File: config.mk
export PLATFORM = sky130hd
export DESIGN_NAME = axi4_lite_master_bridge
export DESIGN_NICKNAME = d
export VERILOG_FILES = /design/src/rtl/axi4_lite_master_bridge.sv
export SDC_FILE = /design/constraint.sdc
export NUM_CORES = 1
export LEC_CHECK = 0
export CAP_MARGIN = 20
export CORE_MARGIN = 4
export CORE_UTILIZATION = 34
export DETAILED_ROUTE_END_ITERATION = 8
export PLACE_DENSITY = 0.76
export SYNTH_ARGS = -nofsm -noshare
export SYNTH_HDL_FRONTEND = slang
export SYNTH_SLANG_ARGS = --single-unit
File: constraint.sdc
create_clock -name clk -period 1.4 [get_ports clk]
set_clock_uncertainty 0.05 [all_clocks]
set_input_delay 0.28 -clock clk [delete_from_list [all_inputs] [get_ports clk]]
set_output_delay 0.28 -clock clk [all_outputs]
set_load 0.005 [all_outputs]
File: src/rtl/axi4_lite_master_bridge.sv
// axi4_lite_master_bridge: core-side write/read requests to an AXI4-Lite master with independent channel FSMs
module axi4_lite_master_bridge #(
  parameter int ADDR_WIDTH = 32,
  parameter int DATA_WIDTH = 32
) (
  input  logic                    clk,
  input  logic                    rst,
  input  logic                    write_start,
  input  logic [ADDR_WIDTH-1:0]   write_addr,
  input  logic [DATA_WIDTH-1:0]   write_data,
  input  logic [DATA_WIDTH/8-1:0] write_strobe,
  output logic                    write_busy,
  output logic                    write_err,
  input  logic                    read_start,
  input  logic [ADDR_WIDTH-1:0]   read_addr,
  output logic [DATA_WIDTH-1:0]   read_data,
  output logic                    read_busy,
  output logic                    read_err,
  output logic [ADDR_WIDTH-1:0]   m_axi_awaddr,
  output logic [2:0]              m_axi_awprot,
  output logic                    m_axi_awvalid,
  input  logic                    m_axi_awready,
  output logic [DATA_WIDTH-1:0]   m_axi_wdata,
  output logic [DATA_WIDTH/8-1:0] m_axi_wstrb,
  output logic                    m_axi_wvalid,
  input  logic                    m_axi_wready,
  input  logic [1:0]              m_axi_bresp,
  input  logic                    m_axi_bvalid,
  output logic                    m_axi_bready,
  output logic [ADDR_WIDTH-1:0]   m_axi_araddr,
  output logic [2:0]              m_axi_arprot,
  output logic                    m_axi_arvalid,
  input  logic                    m_axi_arready,
  input  logic [DATA_WIDTH-1:0]   m_axi_rdata,
  input  logic [1:0]              m_axi_rresp,
  input  logic                    m_axi_rvalid,
  output logic                    m_axi_rready
);
  typedef enum logic [1:0] {W_IDLE, W_REQ, W_RESP} w_state_t;
  typedef enum logic [1:0] {R_IDLE, R_ADDR, R_DATA} r_state_t;
  w_state_t                w_state_q;
  r_state_t                r_state_q;
  logic [ADDR_WIDTH-1:0]   awaddr_q, araddr_q;
  logic [DATA_WIDTH-1:0]   wdata_q, rdata_q;
  logic [DATA_WIDTH/8-1:0] wstrb_q;
  logic                    awvalid_q, wvalid_q, bready_q, write_err_q;
  logic                    arvalid_q, rready_q, read_err_q;
  // AW and W may complete in either order; each valid drops independently
  always_ff @(posedge clk) begin
    if (rst) begin
      w_state_q   <= W_IDLE;
      awaddr_q    <= '0;
      wdata_q     <= '0;
      wstrb_q     <= '0;
      awvalid_q   <= 1'b0;
      wvalid_q    <= 1'b0;
      bready_q    <= 1'b0;
      write_err_q <= 1'b0;
    end else begin
      write_err_q <= 1'b0;
      case (w_state_q)
        W_IDLE: if (write_start) begin
          awaddr_q  <= write_addr;
          wdata_q   <= write_data;
          wstrb_q   <= write_strobe;
          awvalid_q <= 1'b1;
          wvalid_q  <= 1'b1;
          w_state_q <= W_REQ;
        end
        W_REQ: begin
          if (m_axi_awready) awvalid_q <= 1'b0;
          if (m_axi_wready) wvalid_q <= 1'b0;
          if ((!awvalid_q || m_axi_awready) && (!wvalid_q || m_axi_wready)) begin
            bready_q  <= 1'b1;
            w_state_q <= W_RESP;
          end
        end
        W_RESP: if (m_axi_bvalid) begin
          bready_q    <= 1'b0;
          write_err_q <= m_axi_bresp != 2'b00;
          w_state_q   <= W_IDLE;
        end
        default: w_state_q <= W_IDLE;
      endcase
    end
  end
  always_ff @(posedge clk) begin
    if (rst) begin
      r_state_q  <= R_IDLE;
      araddr_q   <= '0;
      rdata_q    <= '0;
      arvalid_q  <= 1'b0;
      rready_q   <= 1'b0;
      read_err_q <= 1'b0;
    end else begin
      read_err_q <= 1'b0;
      case (r_state_q)
        R_IDLE: if (read_start) begin
          araddr_q  <= read_addr;
          arvalid_q <= 1'b1;
          r_state_q <= R_ADDR;
        end
        R_ADDR: if (m_axi_arready) begin
          arvalid_q <= 1'b0;
          rready_q  <= 1'b1;
          r_state_q <= R_DATA;
        end
        R_DATA: if (m_axi_rvalid) begin
          rdata_q    <= m_axi_rdata;
          read_err_q <= m_axi_rresp != 2'b00;
          rready_q   <= 1'b0;
          r_state_q  <= R_IDLE;
        end
        default: r_state_q <= R_IDLE;
      endcase
    end
  end
  assign write_busy    = write_start || (w_state_q != W_IDLE);
  assign read_busy     = read_start || (r_state_q != R_IDLE);
  assign write_err     = write_err_q;
  assign read_err      = read_err_q;
  assign read_data     = rdata_q;
  assign m_axi_awaddr  = awaddr_q;
  assign m_axi_awprot  = 3'b000;
  assign m_axi_awvalid = awvalid_q;
  assign m_axi_wdata   = wdata_q;
  assign m_axi_wstrb   = wstrb_q;
  assign m_axi_wvalid  = wvalid_q;
  assign m_axi_bready  = bready_q;
  assign m_axi_araddr  = araddr_q;
  assign m_axi_arprot  = 3'b000;
  assign m_axi_arvalid = arvalid_q;
  assign m_axi_rready  = rready_q;
endmodule

==> results.yml, run 1 <==
outcome:
  status: "complete, but fails checks"
  violations: "setup timing"
power_and_ir_drop:
  p_sw_uw: 2790
  power_uw: 10800
  combPwrFrac: 0.186
  p_int_uw: 7990
  switching_share: 0.259
  power.density_nw_per_um2: 1150
  cellLeakagePower_uw: 0.00412
  p_seq_frac: 0.413
  power.clock.fraction: 0.402
  ir_drop_mv: 0.740
timing:
  finalSetupViolCount: 77
  setup_ws_ns: -0.157
  clock.fmax_mhz: 642
  hold_viol_final: 0
  setup_tns_ns: -6.07
  min_period_ns: 1.56
  rsz0062_at_grt: "true"
  slew_viol_final: 0
  fin_crit_sh: 1.11
cts:
  cts_sinks: 143
  clock_latency_ns: 0.41
  clock_path_buffers: 2
  path_clk_slew_ns: 0.06
  htreeDepth: 4
  cts_tree: "built"
  root_buffer: "clkbuf_16"
  cts_hold_buf: 0
  cts_buffers: 17
logic_synthesis:
  synth_cells: 640
  synthDistinctLibCells: 28
  yosysSeqAreaShare: 0.563
  syn_area_per_cell_um2: 7.95
  ys_warn_count: 0
  yosys_register_bits: 143
  synthesis.area_um2: 5090
grt:
  grt_pass1_vias: 4910
  grt_first_pass_wirelength_um: 25400
  grt-ovfl-total: 0
  grt_max_degree: 46
  antenna_found_initial: 0
  grt_usage: 0.193
setup_path:
  crit_arrival_ns: 1.86
  crit_slowest_cell: "dfxtp_2"
  crit_fanout: 6
  critPathMaxStageDelay_ns: 0.33
  crit_path_start: "w_state_q[1]$_SDFFE_PP0P_"
  critPathLaunchType: "flop"
  crit_path_frequent_cell: "buf_6"
  critical_path_required_ns: 1.70
  r2r_cells: 9
  reg2reg_from: "w_state_q[1]$_SDFFE_PP0P_"
  endpoint_kind: "flop"
  crit_type: "flop to flop"
  cp_cell_sequence: "buf_6 > buf_6 > nor3b_4 > buf_6 > buf_12 > buf_12 > buf_16 > nand2_4 > a21oi_2"
final_layout:
  fin_util: 0.645
  fillers: 1255
  area_delta_synth_final_pct: 84.9
  layout-drive-gt1-share: 0.208
  finalNetCount: 1091
  fin_area_um2: 9400
  antenna_cells: 0
  finalNonFillerCells: 1143
drt:
  routedWlPerCell_um: 15.8
  wl_um: 18000
  viasPerCell: 4.69
  drcViolationCount: 0
  ant_nets: 0
  first_pass_iters: 4
  drtIter0Drc: 253
  vias: 5363
floorplan:
  rows: 44
  io_pins: 292
  dieArea_um2: 17000
  die_h_um: 130
  core_um2: 14600
  start_util: 0.349
  die_x_um: 130
placement:
  dp.cells: 1085
  dp_hpwl_um: 11400
  io_buffer_count: 285
  place_area_um2: 8200
  place_congestion: 0.781
hold_path:
  min_path_cells: 2
  hp-start: "rst"
  worstHoldPathType: "primary input to flop"
run:
  maxCapViolations: 0
[cells by family (layout without fill, tap and decap cells)]
kind of cell,count (synthesis),in the layout,share of synthesized area
DFF,143,143,0.563
buffers and inverters,58,372,0.0585
and+or+nand+nor,288,288,0.226
other,1,6,0.000737
AOI/OAI and AO/OA,150,150,0.152
[worst max-delay path: cells and delay by family (launching register included)]
kind	cells	cell delay, ns
flip-flops	1	0.33
buffers and inverters	6	0.76
AO/OA/AOI/OAI	1	0.14
AND/OR/NAND/NOR	2	0.22
[sequential cells by signal (all words and copies together), names as in the netlist]
name	cells
m_axi_araddr	32
m_axi_awaddr	32
m_axi_wdata	32
read_data	32
m_axi_wstrb	4
r_state_q	2
w_state_q	2
m_axi_arvalid	1
m_axi_awvalid	1
m_axi_bready	1
m_axi_rready	1
m_axi_wvalid	1
read_err	1
write_err	1
[per-stage QoR]
stage	hold slack, ns	setup WS [ns]
after floorplan	0.340	-0.00711
after global placement	0.390	-0.465
after detailed placement	0.395	-0.476
after CTS	0.183	-0.193
after global routing	0.211	-0.217
final	0.201	-0.157
[area by class of cell]
class                      count  area [um^2]  area share
clock buffer                  19          453      0.0482
clock inverter                13          115      0.0122
inverter                       4         15.0     0.00160
multi-input combinational    444         2330       0.248
sequential                   143         2880       0.306
tap                          184          230      0.0245
timing repair buffer         336         3390       0.360
[power by group through the flow]
stage,sequential (uW),clock [uW],combinational [uW]
finish,4450,4330,2000
global route,4470,4580,2150
floorplan,4540,0,587
detailed placement,4530,0,1690
global placement,4520,0,1680
CTS,4430,4430,1830
[layout by cell type (no fill, tap or decap), types with 12 or more instances in the layout]
master	count
buf_4	20
a21oi_2	39
clkbuf_16	19
buf_6	12
nand2_2	38
dlygate4sd2_1	129
nand2_1	213
nand2_4	14
dfxtp_1	132
clkdlybuf4s50_1	143
a21oi_1	97
[repair_timing]
action	4_1_cts	5_1_grt
gates cloned	8	3
pin swaps	11	42
endpoints found under the setup margin	177	112
setup buffers	12	7
gates resized for setup	190	127
[cells in the mapped netlist]
cell type    n  share of area
o21a_1       1         0.0015
a22oi_1      1         0.0015
buf_4        8          0.012
a21oi_1    136           0.13
buf_6        3         0.0066
nand3b_1     2         0.0030
o22ai_1      1         0.0012
buf_2       22          0.022
dfxtp_1    143           0.56
a2111oi_0    1         0.0017
and3b_1      1         0.0017
or3_1        3         0.0037
or3b_1       2         0.0034
nand2_1    265           0.20
nor3_1       2         0.0020
a311o_1      1         0.0020
nand3_1      1        0.00098
conb_1       1        0.00074
nor3b_2      2         0.0049
nor2b_1      3         0.0037
clkbuf_1    21          0.015
o21ai_0      7         0.0069
nand2b_1     1         0.0012
nor4bb_1     1         0.0020
a22o_1       1         0.0017
inv_1        4         0.0030
a2bb2oi_1    1         0.0017
nor2_1       5         0.0037
[layer usage]
metal | vias up | wire [um] | track usage
li1 | 2676 | - | -
met4 | 0 | 500 | 0.0856
met2 | 197 | 8940 | 0.315
met3 | 35 | 1590 | 0.0749
met1 | 2455 | 7010 | 0.224
met5 | - | 0 | 0
[worst paths after layout]
kind / end / slack [ns]
worst max register to register: m_axi_wdata[5]$_SDFFE_PP0P_ / -0.16
worst min register to register: m_axi_awaddr[0]$_SDFFE_PP0P_ / 0.40
worst min-delay path: read_data[7]$_SDFFE_PP0P_ / 0.20
worst max-delay path: m_axi_wdata[5]$_SDFFE_PP0P_ / -0.16
Note: power is estimated with default switching activity, not from simulation.
==> run 2: changes to the inputs <==
Settings changed: HOLD_SLACK_MARGIN set to 0.12, SLEW_MARGIN set to 20.
==> results of run 2 <==
Final layout, timing and power as in run 1 (identical DEF).
